==> config.mk <==
export PLATFORM = sky130hd
export DESIGN_NAME = count_share_ctrl
export DESIGN_NICKNAME = d
export VERILOG_FILES = /design/src/rtl/count_share_ctrl.sv
export SDC_FILE = /design/constraint.sdc
export NUM_CORES = 1
export LEC_CHECK = 0
export ABC_CLOCK_PERIOD_IN_PS = 3460
export CORE_UTILIZATION = 55
export CTS_CLUSTER_DIAMETER = 30
export CTS_CLUSTER_SIZE = 16
export DETAILED_ROUTE_END_ITERATION = 12
export PLACE_DENSITY = 0.91
export RECOVER_POWER = 25
export SETUP_SLACK_MARGIN = 0.2
export SYNTH_ARGS = -nofsm -noshare
export SYNTH_HDL_FRONTEND = slang
export SYNTH_SLANG_ARGS = --single-unit
==> constraint.sdc <==
create_clock -name clk -period 3.46 [get_ports clk]
set_input_delay 0.692 -clock clk [delete_from_list [all_inputs] [get_ports clk]]
set_output_delay 0.692 -clock clk [all_outputs]
set_load 0.005 [all_outputs]
==> src/rtl/count_share_ctrl.sv <==
// count_share_ctrl
// Round-robin sequencer that lends the single count unit to requester A or B.
// Each run clears the count unit, enables it for the latched number of ticks,
// reports done (and err if the unit disagrees), then idles for GAP_CYCLES.
// Outputs are registered, so they trail the internal state by one edge.

module count_share_ctrl #(
   parameter int WIDTH      = 4,
   parameter int GAP_CYCLES = 1
) (
   input  logic             clk,
   input  logic             rst_n,
   input  logic             req_a,
   input  logic [WIDTH-1:0] len_a,
   output logic             gnt_a,
   output logic             done_a,
   input  logic             req_b,
   input  logic [WIDTH-1:0] len_b,
   output logic             gnt_b,
   output logic             done_b,
   output logic             cnt_clr,
   output logic             cnt_en,
   input  logic [WIDTH-1:0] cnt_val,
   output logic             busy,
   output logic             err
);

   typedef enum logic [2:0] {IDLE, CLEAR, RUN, DONE, GAP} state_t;

   localparam logic [2:0] GAP_LAST = (GAP_CYCLES > 0) ? 3'(GAP_CYCLES - 1) : 3'd0;
   localparam logic       HAS_GAP  = (GAP_CYCLES > 0);

   state_t           state;
   state_t           post_state;
   logic             owner;
   logic             ptr;
   logic [WIDTH-1:0] len_q;
   logic [WIDTH-1:0] ticks;
   logic [2:0]       gap_cnt;
   logic             owner_req;
   logic             pick_b;
   logic             abort;

   // Owner is 0 for A and 1 for B; the pointer only breaks ties when both request.
   assign owner_req = owner ? req_b : req_a;
   assign pick_b    = (req_a && req_b) ? ptr : req_b;
   assign abort     = ((state == CLEAR) || (state == RUN)) && !owner_req;

   // Where a finished or abandoned run goes next: the idle gap if there is one.
   always_comb begin
      post_state = IDLE;
      if (HAS_GAP) post_state = GAP;
   end

   // The count unit's last increment lands on the same edge that raises done,
   // so the length check is made against the live value during the done cycle.
   assign err = (done_a | done_b) & (cnt_val != len_q);

   // Sequencer: state walk plus registered decode of the state being left.
   always_ff @(posedge clk or negedge rst_n) begin
      if (!rst_n) begin
         state   <= IDLE;
         owner   <= 1'b0;
         ptr     <= 1'b0;
         len_q   <= '0;
         ticks   <= '0;
         gap_cnt <= '0;
         gnt_a   <= 1'b0;
         gnt_b   <= 1'b0;
         done_a  <= 1'b0;
         done_b  <= 1'b0;
         cnt_clr <= 1'b0;
         cnt_en  <= 1'b0;
         busy    <= 1'b0;
      end else begin
         gnt_a   <= 1'b0;
         gnt_b   <= 1'b0;
         done_a  <= 1'b0;
         done_b  <= 1'b0;
         cnt_clr <= 1'b0;
         cnt_en  <= 1'b0;
         busy    <= 1'b1;
         case (state)
            IDLE: begin
               busy <= 1'b0;
               if (req_a || req_b) begin
                  owner <= pick_b;
                  len_q <= pick_b ? len_b : len_a;
                  ticks <= '0;
                  state <= CLEAR;
               end
            end
            CLEAR: begin
               if (abort) begin
                  ptr     <= ~owner;
                  gap_cnt <= '0;
                  busy    <= HAS_GAP;
                  state   <= post_state;
               end else begin
                  gnt_a   <= ~owner;
                  gnt_b   <= owner;
                  cnt_clr <= 1'b1;
                  state   <= (len_q != '0) ? RUN : DONE;
               end
            end
            RUN: begin
               if (abort) begin
                  ptr     <= ~owner;
                  gap_cnt <= '0;
                  busy    <= HAS_GAP;
                  state   <= post_state;
               end else begin
                  gnt_a  <= ~owner;
                  gnt_b  <= owner;
                  cnt_en <= 1'b1;
                  ticks  <= ticks + 1'b1;
                  if (ticks == len_q - 1'b1) state <= DONE;
               end
            end
            DONE: begin
               gnt_a   <= ~owner;
               gnt_b   <= owner;
               done_a  <= ~owner;
               done_b  <= owner;
               ptr     <= ~owner;
               gap_cnt <= '0;
               state   <= post_state;
            end
            GAP: begin
               if (gap_cnt == GAP_LAST) state <= IDLE;
               else gap_cnt <= gap_cnt + 1'b1;
            end
            default: state <= IDLE;
         endcase
      end
   end

endmodule

==> run summary, run 1 <==
Number of synthesized flops with an enable pin -> 0
Initial core utilization -> 61.1%
DRC -> 0
Clock skew -> 0.00494 ns
Max VDD drop -> 379 µV
Seq pwr share -> 45.3%
Cell taking the most area after synthesis -> dfrtp_1
Congestion Overflow GR -> 0
CP Data Arrival Time -> 1.98 ns
Clock share of power -> 11.7%
# diodes -> 0
Worst hold stages -> 2
P_int -> 0.000629 W
Core footprint -> 2060 µm²
CP Capture Type -> primary output
CTS root buf -> clkbuf_4
Total Routed Length -> 2.17 mm
Top cell type's share of synthesized area -> 45.7%
Placement Cell Area -> 1480 µm²
Die Area -> 2490 µm²
Critical Setup Path Class -> primary input to primary output
Mapped Cells -> 121
Final Max Slew Viols -> 0
Nets -> 165
I/O Buffers -> 23
CTS tree -> built
Post-CTS setup buffer count -> 0
CP Launch Type -> primary input
Syn-to-layout area delta -> 18.6%
Layout cells sized above 1 -> 6.29%
Synth area leaders -> dfrtp_1, xnor2_1, ha_1, mux2i_1, nand2_1
Clock buffer depth -> 2
Vias in the first global route -> 905
Psw -> 0.000386 W
Status -> finished clean
Seq/Total Area, Yosys -> 45.7%
Most common cell in the netlist -> dfrtp_1
Min cycle time layout -> 2.67 ns
Hold slack -> 0.555 ns
Die Y -> 49.9 µm
Post-synth top cells -> dfrtp_1, nand2_1, xnor2_1, inv_1, nand3_1
Gpl congestion -> 0.791
Ys Warns -> 0
Hold Fails Final Rpt -> 0
Via Count -> 911
Htree depth -> 1
Via density -> 5.36
Clk Latency, worst-skew pair -> 0.31 ns
Final Setup Violations -> 0
Final core area utilization -> 72.5%
Num CTS Buffers -> 3
Mean routed wirelength per cell -> 12.7 µm
Pwr dens -> 679 nW/µm²
Post-Place Worst Slack -> 0.781 ns
Period Utilization, post-route -> 77.2%
Syn Nets -> 142
Tot GR Track Use -> 20.6%
Design area -> 1490 µm²
FFs w/ async S/R, synth -> 100%
Combinational group share of total power -> 43.0%
Worst min-delay path class -> flip-flop to flip-flop
Primary FF master, synth -> dfrtp_1
Clk pin slew, worst setup/hold paths -> 0.11 ns
Normalized max-slew margin -> 34.0%
Yosys cell types -> 34
Die X -> 49.9 µm
First-pass GRT wire length -> 3.75 mm
Setup ws final -> 0.790 ns
Lkg Pwr -> 0.671 nW
Maximum clock frequency -> 0.375 GHz
FF-to-FF path depth -> 4
Synthesized cell area -> 1260 µm²
Std-Cell Rows -> 16
Max Cap Viol -> 0
Crit path max fanout -> 1
Clock sinks -> 23
Post-CTS resize count -> 0
CTS Hold Bufs -> 0
Post-route ant nets -> 0
RSZ-0062 raised after global routing -> false
DP HPWL -> 1.69 mm
Ports -> 24
Required time of the critical path -> 2.77 ns
Pin count of the biggest net entering global routing -> 24
Slew of the pin with the lowest slew margin -> 0.986 ns
Setup total negative slack -> 0 ns
Initial DRC count -> 8
Number of synthesized register bits -> 23
Antenna violations before repair -> 0
Pre-Repair DR Iteration Count -> 4
Synth Area per Inst -> 10.4 µm²
Switching Share -> 38.0%
worst max-delay path, cell delays in order:
cell	delay [ns]
clkdlybuf4s50_1	0.43
xnor2_1	0.13
a41oi_1	0.20
clkdlybuf4s50_1	0.53
metal layers:
metal	vias up	track usage [%]	share of wire [%]
met5	-	0	0
met4	0	11.4	1.8
met3	5	3.09	4.4
met2	29	35.8	50
met1	423	23.9	44
li1	454	-	-
area by class of cell:
cell class / count / area, µm²
fill: 142 / 568
timing repair buffer: 23 / 230
multi-input combinational: 85 / 598
clock buffer: 4 / 26.3
inverter: 8 / 30.0
tap: 27 / 33.8
sequential: 23 / 576
worst paths after layout:
path / from / slack (ns) / end
max: cnt_val[2] / 0.79 / err
min: gap_cnt[2] / 0.55 / gap_cnt[2]
max reg2reg: state[2] / 1.85 / ticks[0]
min reg2reg: gap_cnt[2] / 0.55 / gap_cnt[2]
max in group asynchronous: rst_n / 1.88 / len_q[0]
min in group asynchronous: rst_n / 0.98 / state[2]
cells in the final DEF (no fill, tap or decap), types with 3 or more instances in the layout:
master / netlist / layout
dfrtp_1: 23 / 23
clkdlybuf4s50_1: 0 / 20
nand2_1: 11 / 11
xnor2_1: 11 / 11
inv_1: 8 / 8
nand3_1: 7 / 7
mux2i_1: 5 / 6
nor2_1: 6 / 6
o21ai_0: 5 / 5
ha_1: 5 / 5
nand2b_1: 3 / 3
o21ai_2: 3 / 3
o21ai_1: 3 / 3
xor2_1: 3 / 3
clkbuf_4: 0 / 3
dlygate4sd3_1: 0 / 3
power groups by stage:
stage               combinational [W]  sequential, W  clock [W]
floorplan                    0.000395       0.000412          0
global placement             0.000427       0.000461          0
detailed placement           0.000452       0.000465          0
CTS                          0.000453       0.000460   0.000121
global route                 0.000487       0.000474   0.000133
finish                       0.000437       0.000460   0.000119
registers in the layout, indices dropped and copies added (netlist names):
register / count
done_a: 1
ptr: 1
state: 3
cnt_clr: 1
ticks: 4
len_q: 4
gnt_b: 1
owner: 1
busy: 1
gap_cnt: 3
done_b: 1
gnt_a: 1
cnt_en: 1
through the flow:
stage,std cells,power (W)
floorplan,121,0.000807
global placement,166,0.000887
detailed placement,166,0.000917
CTS,170,0.00103
global route,170,0.00109
finish,170,0.00101
cell families (layout without fill, tap and decap cells):
kind of cell    after synthesis  in the layout  share of synthesized area (%)
buf+inv                      13             35                           5.76
flops                        23             23                           45.7
fa+ha+maj                     5              5                           4.97
xor+xnor                     14             14                           9.73
mux                           7              7                           5.96
simple gates                 39             39                           16.5
compound gates               20             20                           11.4
(Power assumes the default switching activity.)
==> run 2, diff against run 1 <==
Settings changed: ABC_CLOCK_PERIOD_IN_PS 3460 to 2300, CORE_UTILIZATION 55 to 46, PLACE_DENSITY 0.91 to 0.82.
Clock period 3.46 ns to 2.3 ns, I/O delays scaled along.
==> run summary, run 2 (same netlist as run 1, synthesis figures left out) <==
Clock sinks -> 23
Period Utilization, post-route -> 83.3%
Via Count -> 942
CTS tree -> built
Post-CTS setup buffer count -> 0
Crit path from -> cnt_val[2]
Final Setup Violations -> 0
Ports -> 24
CP Data Arrival Time -> 1.46 ns
Clock buffer depth -> 2
Total Routed Length -> 2.38 mm
Final Max Slew Viols -> 0
Critical Setup Path Class -> primary input to primary output
Setup total negative slack -> 0 ns
Num CTS Buffers -> 3
Reg2reg start -> owner
Psw -> 0.000605 W
P_int -> 0.000959 W
Post-route ant nets -> 0
Sequential cell area -> 576 µm²
Worst min-delay path class -> flip-flop to flip-flop
Mean routed wirelength per cell -> 13.7 µm
Hold Fails Final Rpt -> 0
DP HPWL -> 1.82 mm
First-pass GRT wire length -> 3.88 mm
Slew of the pin with the lowest slew margin -> 1.21 ns
Biggest regs -> len_q x4, ticks x4
Normalized max-slew margin -> 19.6%
CTS root buf -> clkbuf_4
Die Area -> 2950 µm²
Pin count of the biggest net entering global routing -> 24
Clk Latency, worst-skew pair -> 0.31 ns
Clock share of power -> 11.8%
Clk pin slew, worst setup/hold paths -> 0.12 ns
Congestion Overflow GR -> 0
CP Launch Type -> primary input
Syn-to-layout area delta -> 20.3%
Initial core utilization -> 50.0%
Area of the multi-input gates -> 612 µm²
Setup ws final -> 0.383 ns
Status -> finished clean
Max Cap Viol -> 0
Maximum clock frequency -> 0.522 GHz
CP Capture Type -> primary output
DRC -> 0
RSZ-0062 raised after global routing -> false
Pre-Repair DR Iteration Count -> 4
# diodes -> 0
Max VDD drop -> 531 µV
Lkg Pwr -> 0.681 nW
Antenna violations before repair -> 0
Clock skew -> 0.00632 ns
Nets -> 166
Vias in the first global route -> 851
Seq pwr share -> 44.6%
Post-Place Worst Slack -> 0.0896 ns
Non-Filler Instances -> 174
Die Y -> 54.3 µm
Via density -> 5.41
Layout cells sized above 1 -> 9.72%
Tot GR Track Use -> 18.9%
Fillers -> 210
Initial DRC count -> 20
Switching Share -> 38.7%
Number of cells after detailed placement -> 170
Pwr dens -> 1030 nW/µm²
Combinational group share of total power -> 43.6%
Hold wc startpoint -> ptr
Commonest non-fill, non-tap cell in the layout -> dfrtp_1
Core footprint -> 2520 µm²
Min cycle time layout -> 1.92 ns
Most frequent cells in the layout -> dfrtp_1, clkdlybuf4s50_1, nand2_1, xnor2_1, inv_1
Crit path max fanout -> 1
I/O Buffers -> 23
Required time of the critical path -> 1.84 ns
Gpl congestion -> 0.754
Die X -> 54.3 µm
Htree depth -> 1
Std-Cell Rows -> 18
## run 2: worst paths after layout
check | depth (start not counted) | slack, ns | endpoint
hold reg to reg | 2 | 0.56 | ptr
max in group asynchronous | 2 | 0.68 | gap_cnt[0]
hold / removal | 2 | 0.56 | ptr
setup reg to reg | 4 | 0.72 | ptr
setup / recovery | 4 | 0.38 | err
min in group asynchronous | 2 | 0.90 | state[0]
## run 2: layout make-up
class	count	share of cell area, %
timing repair buffer	24	15.4
inverter	8	1.98
clock inverter	1	0.330
clock buffer	3	1.49
tap	30	2.48
multi-input combinational	85	40.4
sequential	23	38.0
## run 2: layer usage
layer  share of wire [%]  wire [µm]  vias up  global-route usage, %
met1                  43       1020      467                   23.4
met5                   0          0        -                      0
met2                  53       1270       15                   32.7
li1                    -          -      458                      -
met3                 2.7         65        2                   3.33
met4                0.72         17        0                   6.41
## run 2: repair_timing
action,4_1_cts,5_1_grt
hold buffers,0,0
setup endpoints to repair,1,0
resized for setup,1,0
## run 2: worst max-delay path: stages
cell             delay (ns)
clkdlybuf4s50_1        0.42
xnor2_1                0.13
a41oi_1                0.19
dlygate4sd2_1          0.25
## run 2: power groups by stage
stage / clock (W) / combinational (W) / sequential (W)
global route: 0.000215 / 0.000770 / 0.000721
detailed placement: 0 / 0.000687 / 0.000704
floorplan: 0 / 0.000594 / 0.000620
finish: 0.000185 / 0.000682 / 0.000698
CTS: 0.000190 / 0.000696 / 0.000694
global placement: 0 / 0.000650 / 0.000697
## run 2: metrics by stage
stage | cell area, µm² | utilization [%] | hold WS (ns) | total power, W
2_1_floorplan | 1260 | - | 0.164 | 0.00121
3_3_place_gp | 1490 | 59.2 | 0.518 | 0.00135
3_5_place_dp | 1490 | 59.2 | 0.541 | 0.00139
4_1_cts | 1520 | 60.2 | 0.486 | 0.00158
5_1_grt | 1520 | 60.1 | 0.567 | 0.00171
6_report | 1520 | 60.1 | 0.555 | 0.00156
